[config.mk]
export PLATFORM = sky130hd
export DESIGN_NAME = mem_port_arbiter
export DESIGN_NICKNAME = d
export VERILOG_FILES = /design/src/rtl/mem_port_arbiter.sv
export SDC_FILE = /design/constraint.sdc
export NUM_CORES = 1
export LEC_CHECK = 0
export CAP_MARGIN = 40
export CORE_MARGIN = 5
export CORE_UTILIZATION = 44
export DETAILED_ROUTE_END_ITERATION = 10
export PLACE_DENSITY_LB_ADDON = 0.1
export REMOVE_ABC_BUFFERS = 1
export SLEW_MARGIN = 20
export SYNTH_ARGS = -nofsm -noshare
export SYNTH_HDL_FRONTEND = slang
export SYNTH_SLANG_ARGS = --single-unit
[constraint.sdc]
create_clock -name clk -period 3.14 [get_ports clk]
set_input_delay 0.314 -clock clk [delete_from_list [all_inputs] [get_ports clk]]
set_output_delay 0.314 -clock clk [all_outputs]
set_load 0.02 [all_outputs]
[src/rtl/mem_port_arbiter.sv]
// Two-requester (fetch / data) arbiter for a single shared memory port.
// One access per two cycles; data wins ties unless fetch has starved STARVE_MAX times.
module mem_port_arbiter #(
  parameter int ADDR_W     = 12,
  parameter int DATA_W     = 16,
  parameter int STARVE_MAX = 3
) (
  input  logic              clk,
  input  logic              rst,
  input  logic              if_req,
  input  logic [ADDR_W-1:0] if_addr,
  output logic              if_ack,
  output logic [DATA_W-1:0] if_rdata,
  input  logic              dm_req,
  input  logic              dm_we,
  input  logic [ADDR_W-1:0] dm_addr,
  input  logic [DATA_W-1:0] dm_wdata,
  output logic              dm_ack,
  output logic [DATA_W-1:0] dm_rdata,
  output logic              mem_r,
  output logic              mem_wr,
  output logic [ADDR_W-1:0] mem_addr,
  output logic [DATA_W-1:0] mem_wdata,
  input  logic [DATA_W-1:0] mem_rdata,
  output logic              stall_if
);

  localparam int SW = (STARVE_MAX < 1) ? 1 : $clog2(STARVE_MAX + 1);
  localparam logic [SW-1:0] STARVE_LIM = SW'(STARVE_MAX);

  localparam logic [1:0] S_IDLE    = 2'd0;
  localparam logic [1:0] S_ACCESS  = 2'd1;
  localparam logic [1:0] S_RESPOND = 2'd2;

  localparam logic OWN_IF = 1'b0;
  localparam logic OWN_DM = 1'b1;

  logic [1:0]        state_q, state_d;
  logic              owner_q, owner_d;
  logic [SW-1:0]     starve_q, starve_d;
  logic              mem_r_q, mem_r_d, mem_wr_q, mem_wr_d;
  logic [ADDR_W-1:0] mem_addr_q, mem_addr_d;
  logic [DATA_W-1:0] mem_wdata_q, mem_wdata_d;
  logic              if_ack_q, if_ack_d, dm_ack_q, dm_ack_d;
  logic [DATA_W-1:0] if_rdata_q, if_rdata_d, dm_rdata_q, dm_rdata_d;

  logic in_resp, if_wait, dm_elig, grant_dm, grant_if, grant;

  // In RESPOND the owner's req is its completed request, so only the other side is eligible.
  assign in_resp  = (state_q == S_RESPOND);
  assign if_wait  = if_req && !(in_resp && owner_q == OWN_IF);
  assign dm_elig  = dm_req && !(in_resp && owner_q == OWN_DM);
  assign grant_dm = dm_elig && !(if_wait && starve_q == STARVE_LIM);
  assign grant_if = if_wait && !grant_dm;
  assign grant    = (state_q == S_IDLE || in_resp) && (grant_dm || grant_if);

  always_comb begin
    state_d     = state_q;
    owner_d     = owner_q;
    starve_d    = starve_q;
    mem_r_d     = 1'b0;
    mem_wr_d    = 1'b0;
    mem_addr_d  = mem_addr_q;
    mem_wdata_d = mem_wdata_q;
    if_ack_d    = 1'b0;
    dm_ack_d    = 1'b0;
    if_rdata_d  = if_rdata_q;
    dm_rdata_d  = dm_rdata_q;
    case (state_q)
      S_IDLE, S_RESPOND: begin
        if (grant) begin
          state_d  = S_ACCESS;
          owner_d  = grant_dm ? OWN_DM : OWN_IF;
          mem_r_d  = grant_if || !dm_we;
          mem_wr_d = grant_dm && dm_we;
          if (grant_dm) begin
            mem_addr_d  = dm_addr;
            mem_wdata_d = dm_wdata;
            if (if_wait && starve_q != STARVE_LIM) starve_d = starve_q + SW'(1);
          end else begin
            mem_addr_d = if_addr;
            starve_d   = '0;
          end
        end else begin
          state_d = S_IDLE;
        end
      end
      S_ACCESS: begin
        state_d = S_RESPOND;
        if (owner_q == OWN_IF) begin
          if_ack_d   = 1'b1;
          if_rdata_d = mem_rdata;
        end else begin
          dm_ack_d = 1'b1;
          if (!mem_wr_q) dm_rdata_d = mem_rdata;
        end
      end
      default: state_d = S_IDLE;
    endcase
  end

  always_ff @(posedge clk or posedge rst) begin
    if (rst) begin
      state_q     <= S_IDLE;
      owner_q     <= OWN_IF;
      starve_q    <= '0;
      mem_r_q     <= 1'b0;
      mem_wr_q    <= 1'b0;
      mem_addr_q  <= '0;
      mem_wdata_q <= '0;
      if_ack_q    <= 1'b0;
      dm_ack_q    <= 1'b0;
      if_rdata_q  <= '0;
      dm_rdata_q  <= '0;
    end else begin
      state_q     <= state_d;
      owner_q     <= owner_d;
      starve_q    <= starve_d;
      mem_r_q     <= mem_r_d;
      mem_wr_q    <= mem_wr_d;
      mem_addr_q  <= mem_addr_d;
      mem_wdata_q <= mem_wdata_d;
      if_ack_q    <= if_ack_d;
      dm_ack_q    <= dm_ack_d;
      if_rdata_q  <= if_rdata_d;
      dm_rdata_q  <= dm_rdata_d;
    end
  end

  assign mem_r     = mem_r_q;
  assign mem_wr    = mem_wr_q;
  assign mem_addr  = mem_addr_q;
  assign mem_wdata = mem_wdata_q;
  assign if_ack    = if_ack_q;
  assign dm_ack    = dm_ack_q;
  assign if_rdata  = if_rdata_q;
  assign dm_rdata  = dm_rdata_q;
  assign stall_if  = if_req && !if_ack_q;

endmodule

== Yosys cells after proc, flatten, opt, wreduce, memory -nomap -nowiden ==
Index checks and enable logic that the tools add are counted.

* Register bits: 69
* Bits in latches: 0
* Memories: 0
* ROM bits: 0
* RAM bits: 0
* Word-level logic and storage cells: 60
* Input bits: 61

* Add/subtract/negate cells: 1
* Order comparisons: 0
* Equal/unequal tests: 5
* Multiplexer cells: 14
* Div/mod/pow operators: 0
* Bitwise operators: 2
* Shift-type cells: 0
* $mul: 0
* Reduce and logical (&&, ||, !) cells: 27

{| class="wikitable"
|+ Operators by type and width
! kind !! count
|-
| 12-bit 2-to-1 mux || 1
|-
| 1-bit logical AND || 11
|-
| 1-bit 2-to-1 mux || 10
|-
| 3-bit AND reduction || 3
|-
| 1-bit logical NOT || 6
|-
| 2-bit == test (second input constant) || 2
|-
| 2-bit 2-to-1 mux || 2
|-
| 2-bit case mux with 2 select lines || 1
|-
| 2-bit AND reduction || 2
|-
| 1-bit logical OR || 3
|-
| 2-bit by 1-bit adder with 2-bit output (second input constant) || 1
|-
| 2-bit by 1-bit == test with 1-bit output (second input constant) || 1
|-
| 2-bit logical NOT || 1
|-
| 2-bit by 1-bit inequality test with 1-bit output (second input constant) || 1
|-
| 2-bit inequality test (second input constant) || 1
|-
| 1-bit inverter || 2
|-
| 2-bit OR reduction || 1
|}

== Depth between registers and ports, before layout ==
* Word-level depth: 13
* Gate-level depth with buffers: 7

== Worst setup path after synthesis ==
OpenSTA, ideal clock, no wires.

* Kind: reg-to-reg
* Start: register starve_q[0]
* End: register mem_wdata_q[1] (netlist: mem_wdata[1])
* Path buffers: 1
* Arrival: 1549 ps
* Period minus slack after synthesis: 1674 ps
* Slack: 1466 ps
* Library setup time: 125 ps
* Cell stages (with the launch flop): 7
* Cells stage by stage: dfrtp_1 > ha_1 > nand2_1 > o21ai_1 > nor2_2 > buf_6 > mux2_2

* Cells in the longest elaborated chain, start to end: 9

{| class="wikitable"
|+ RTL lines
! what !! line !! RTL
|-
| from (decl) || 40 || <nowiki>logic [SW-1:0] starve_q, starve_d;</nowiki>
|-
| from (signal assigned) || 118 || <nowiki>starve_q <= starve_d;</nowiki>
|-
| 2-bit == test (*) || 53 || <nowiki>assign grant_dm = dm_elig && !(if_wait && starve_q == STARVE_LIM);</nowiki>
|-
| 1-bit logical AND (*) || 53 ||
|-
| 1-bit logical NOT (*) || 53 ||
|-
| 1-bit logical AND (*) || 53 ||
|-
| 1-bit logical NOT || 54 || <nowiki>assign grant_if = if_wait && !grant_dm;</nowiki>
|-
| 1-bit logical AND || 54 ||
|-
| 1-bit logical OR || 55 || <nowiki>assign grant = (state_q == S_IDLE || in_resp) && (grant_dm || grant_if);</nowiki>
|-
| 1-bit logical AND || 55 ||
|-
| 3-bit AND reduction (no line) (*) || n/a ||
|-
| to (signal assigned) || 122 || <nowiki>mem_wdata_q <= mem_wdata_d;</nowiki>
|-
| to (decl) || 43 || <nowiki>logic [DATA_W-1:0] mem_wdata_q, mem_wdata_d;</nowiki>
|}

Every way passes the cells marked *; elsewhere a longest branch is shown, timed or not.
A chain may end at the register's enable or synchronous reset.

== Final worst setup path ==
* Start: register owner_q
* End: register dm_rdata_q[2] (netlist: dm_rdata[2])

* Cells in the longest elaborated chain, start to end: 1

{| class="wikitable"
|+ RTL lines
! what !! line !! RTL
|-
| from (decl) || 39 || <nowiki>logic owner_q, owner_d;</nowiki>
|-
| from (signal assigned) || 117 || <nowiki>owner_q <= owner_d;</nowiki>
|-
| 3-bit AND reduction (no line) || n/a ||
|-
| to (signal assigned) || 126 || <nowiki>dm_rdata_q <= dm_rdata_d;</nowiki>
|-
| to (decl) || 45 || <nowiki>logic [DATA_W-1:0] if_rdata_q, if_rdata_d, dm_rdata_q, dm_rdata_d;</nowiki>
|}

Every way passes these cells.

==> impl_metrics.toml <==
[place]
pre_cts_slack_ps = 1067
place.gp.congestion = 0.7608
place_area_um2 = 4085
dp_hpwl_um = 4447
numPortBuffers = 125

[routing]
antenna_left = 0
route.detailed.drc = 0
first_iter_violations = 45
routed_wl_um = 5999
vias = 1939
firstDrtPassIters = 3
wire_per_inst_um = 14.96
viasPerCell = 4.835

[setup_path]
crit_required_ps = 3360
cp.arrival_ps = 2160
crit_path_start_kind = "flip-flop"
end_kind = "flip-flop"
crit_type = "reg2reg"
path_max_fanout = 9

[yosys]
synth_seq_cells = 69
synthAdderAreaFrac = 0.004525
synth_top_family_by_area = "multiplexers"
netlist_instances = 189
synthMuxAreaShare = 0.2389
synth_top_area_cell = "dfrtp_1"
yosysSeqAreaShare = 0.6244
synth_commonest_cells = "dfrtp_1 (69), mux2_2 (46), nor2_1 (13), a21oi_1 (12), mux2i_1 (12)"
synth.avg_cell_area_um2 = 14.63
async_reset_ff_frac = 1.000
synth_compound_area_frac = 0.05113
synthXorXnorAreaFrac = 0
netlist_area_um2 = 2765
synth_enable_flop_cells = 0
post-synth-top-area-fraction = 0.6244
ys_types = 30
synth_area_leaders = "dfrtp_1 (62%), mux2_2 (19%), mux2i_1 (4.3%)"
synth-simple-area-share = 0.05113
yosysMostFrequentCell = "dfrtp_1"
synth_top_flop_cell = "dfrtp_1"
yosysWarnings = 0

[sta]
clock.fmax_mhz = 515.2
setup_ws_ps = 1199
relSlewSlack = 0.5551
finalHoldViolations = 0
report.final.setup_viol = 0
fin_crit_sh = 0.6181
slew_violations = 0
fin_crit_ps = 1941
worst_pin_slew_ps = 662.4
finClkSkew_ps = 8.320
fin_setup_tns_ps = 0
rsz0062_at_grt = "false"

[grt]
grt-ovfl-total = 0
gr-usage-all-layers = 0.1577
grt_antenna_before_repair = 0
grt_pass1_vias = 2038
grt_pass1_wl_um = 9473
grt_max_degree = 70

[cells_and_area]
finalInstanceArea_um2 = 4244
layout.nets = 383
antenna_cells = 0
areaGrowthSynthToFinish_pct = 53.48
fillers = 448
drive_gt1_frac = 0.2178
utilization = 0.7043

[floorplan]
row_count = 28
fp.coreArea_um2 = 6026
die-area_um2 = 7970
die_h_um = 89.28
die_x_um = 89.28
start_util = 0.4589
ios = 126

[clock_tree]
numCtsBuffers = 9
insertion_delay_ps = 330
cts_hold_buffers = 0
clock_sinks = 69
cts_tree = "yes"
cts_root_buffer = "clkbuf_8"
post_cts_resized = 0
post_cts_buffers = 0
path_clk_slew_ps = 70
cts_buffer_depth = 2
htree_levels = 3

[pwr]
ir_drop_v = 0.0006474
p_total_uw = 4487
power_density_nw_per_um2 = 1057
p_leak_uw = 0.001780

[status]
status = "finished clean"

[job]
maxCapViolations = 0

[min_path]
min_path_type = "in2async"
==> routing by layer <==
layer	part of all wire	track usage
met4	0.015	0.07307
met5	0	0
met1	0.39	0.1793
met3	0.097	0.05253
met2	0.50	0.2679
==> path summary, 6_finish.rpt <==
check                                             start                        to  slack (ps)  depth (start not counted)
worst min register to register  dm_rdata[9]$_DFFE_PP0P_   dm_rdata[9]$_DFFE_PP0P_         480                          1
min in group clk                dm_rdata[9]$_DFFE_PP0P_   dm_rdata[9]$_DFFE_PP0P_         480                          1
worst min-delay path                                rst  mem_wdata[4]$_DFFE_PP0P_         390                          3
max in group asynchronous                           rst  dm_rdata[10]$_DFFE_PP0P_        2480                          3
worst max-delay path                owner_q$_DFFE_PP0P_   dm_rdata[2]$_DFFE_PP0P_        1200                          4
worst max register to register      owner_q$_DFFE_PP0P_   dm_rdata[2]$_DFFE_PP0P_        1200                          4
==> sequential cells by signal, indices dropped and copies added (netlist names) <==
name       flops
state_q        2
mem_wdata     16
dm_rdata      16
mem_r          1
owner_q        1
dm_ack         1
starve_q       2
mem_addr      12
if_rdata      16
mem_wr         1
if_ack         1
==> power breakdown <==
| group | total [µW] | switching, µW | internal, µW |
|---|---|---|---|
| clock network | 591 | 310 | 281 |
| registers | 1580 | 243 | 1340 |
| logic | 2320 | 1090 | 1230 |
| total | 4490 | 1640 | 2840 |
==> worst max-delay path, cell delays in order, from the launching register on <==
cell and delay [ps]:
dfrtp_1 420, inv_1 120, nor4_4 650, buf_4 290, mux2_2 350
==> cell families after synthesis <==
logic type / count (synthesis)
adder cells (fa/ha/maj): 1
multiplexers: 60
AND/OR/NAND/NOR: 26
AO/OA/AOI/OAI: 21
buffers and inverters: 12
flip-flops: 69
==> layout by cell type, fill, tap and decap left out, types with 3 or more instances in the layout <==
| master | instances |
|---|---|
| clkdlybuf4s50_1 | 125 |
| dfrtp_1 | 69 |
| mux2i_1 | 12 |
| buf_4 | 3 |
| nor2_1 | 13 |
| clkbuf_8 | 9 |
| clkinv_2 | 4 |
| a21oi_1 | 12 |
| mux2_2 | 46 |
==> cell type report <==
class / count / area (µm²) / area share
clock inverter: 5 / 27.53 / 0.006486
sequential: 69 / 1727 / 0.4068
multi-input combinational: 108 / 955.9 / 0.2252
clock buffer: 11 / 131.4 / 0.03096
tap: 75 / 93.84 / 0.02211
timing repair buffer: 129 / 1294 / 0.3048
inverter: 4 / 15.01 / 0.003538
==> metrics by stage <==
| stage | instances | hold slack [ps] |
|---|---|---|
| 2_1_floorplan | 181 | 399.6 |
| 5_1_grt | 401 | 420.6 |
| 3_3_place_gp | 385 | 466.7 |
| 3_5_place_dp | 385 | 473.7 |
| 4_1_cts | 401 | 396.1 |
| 6_report | 401 | 387.8 |
Power figures use the tool's default switching activity.
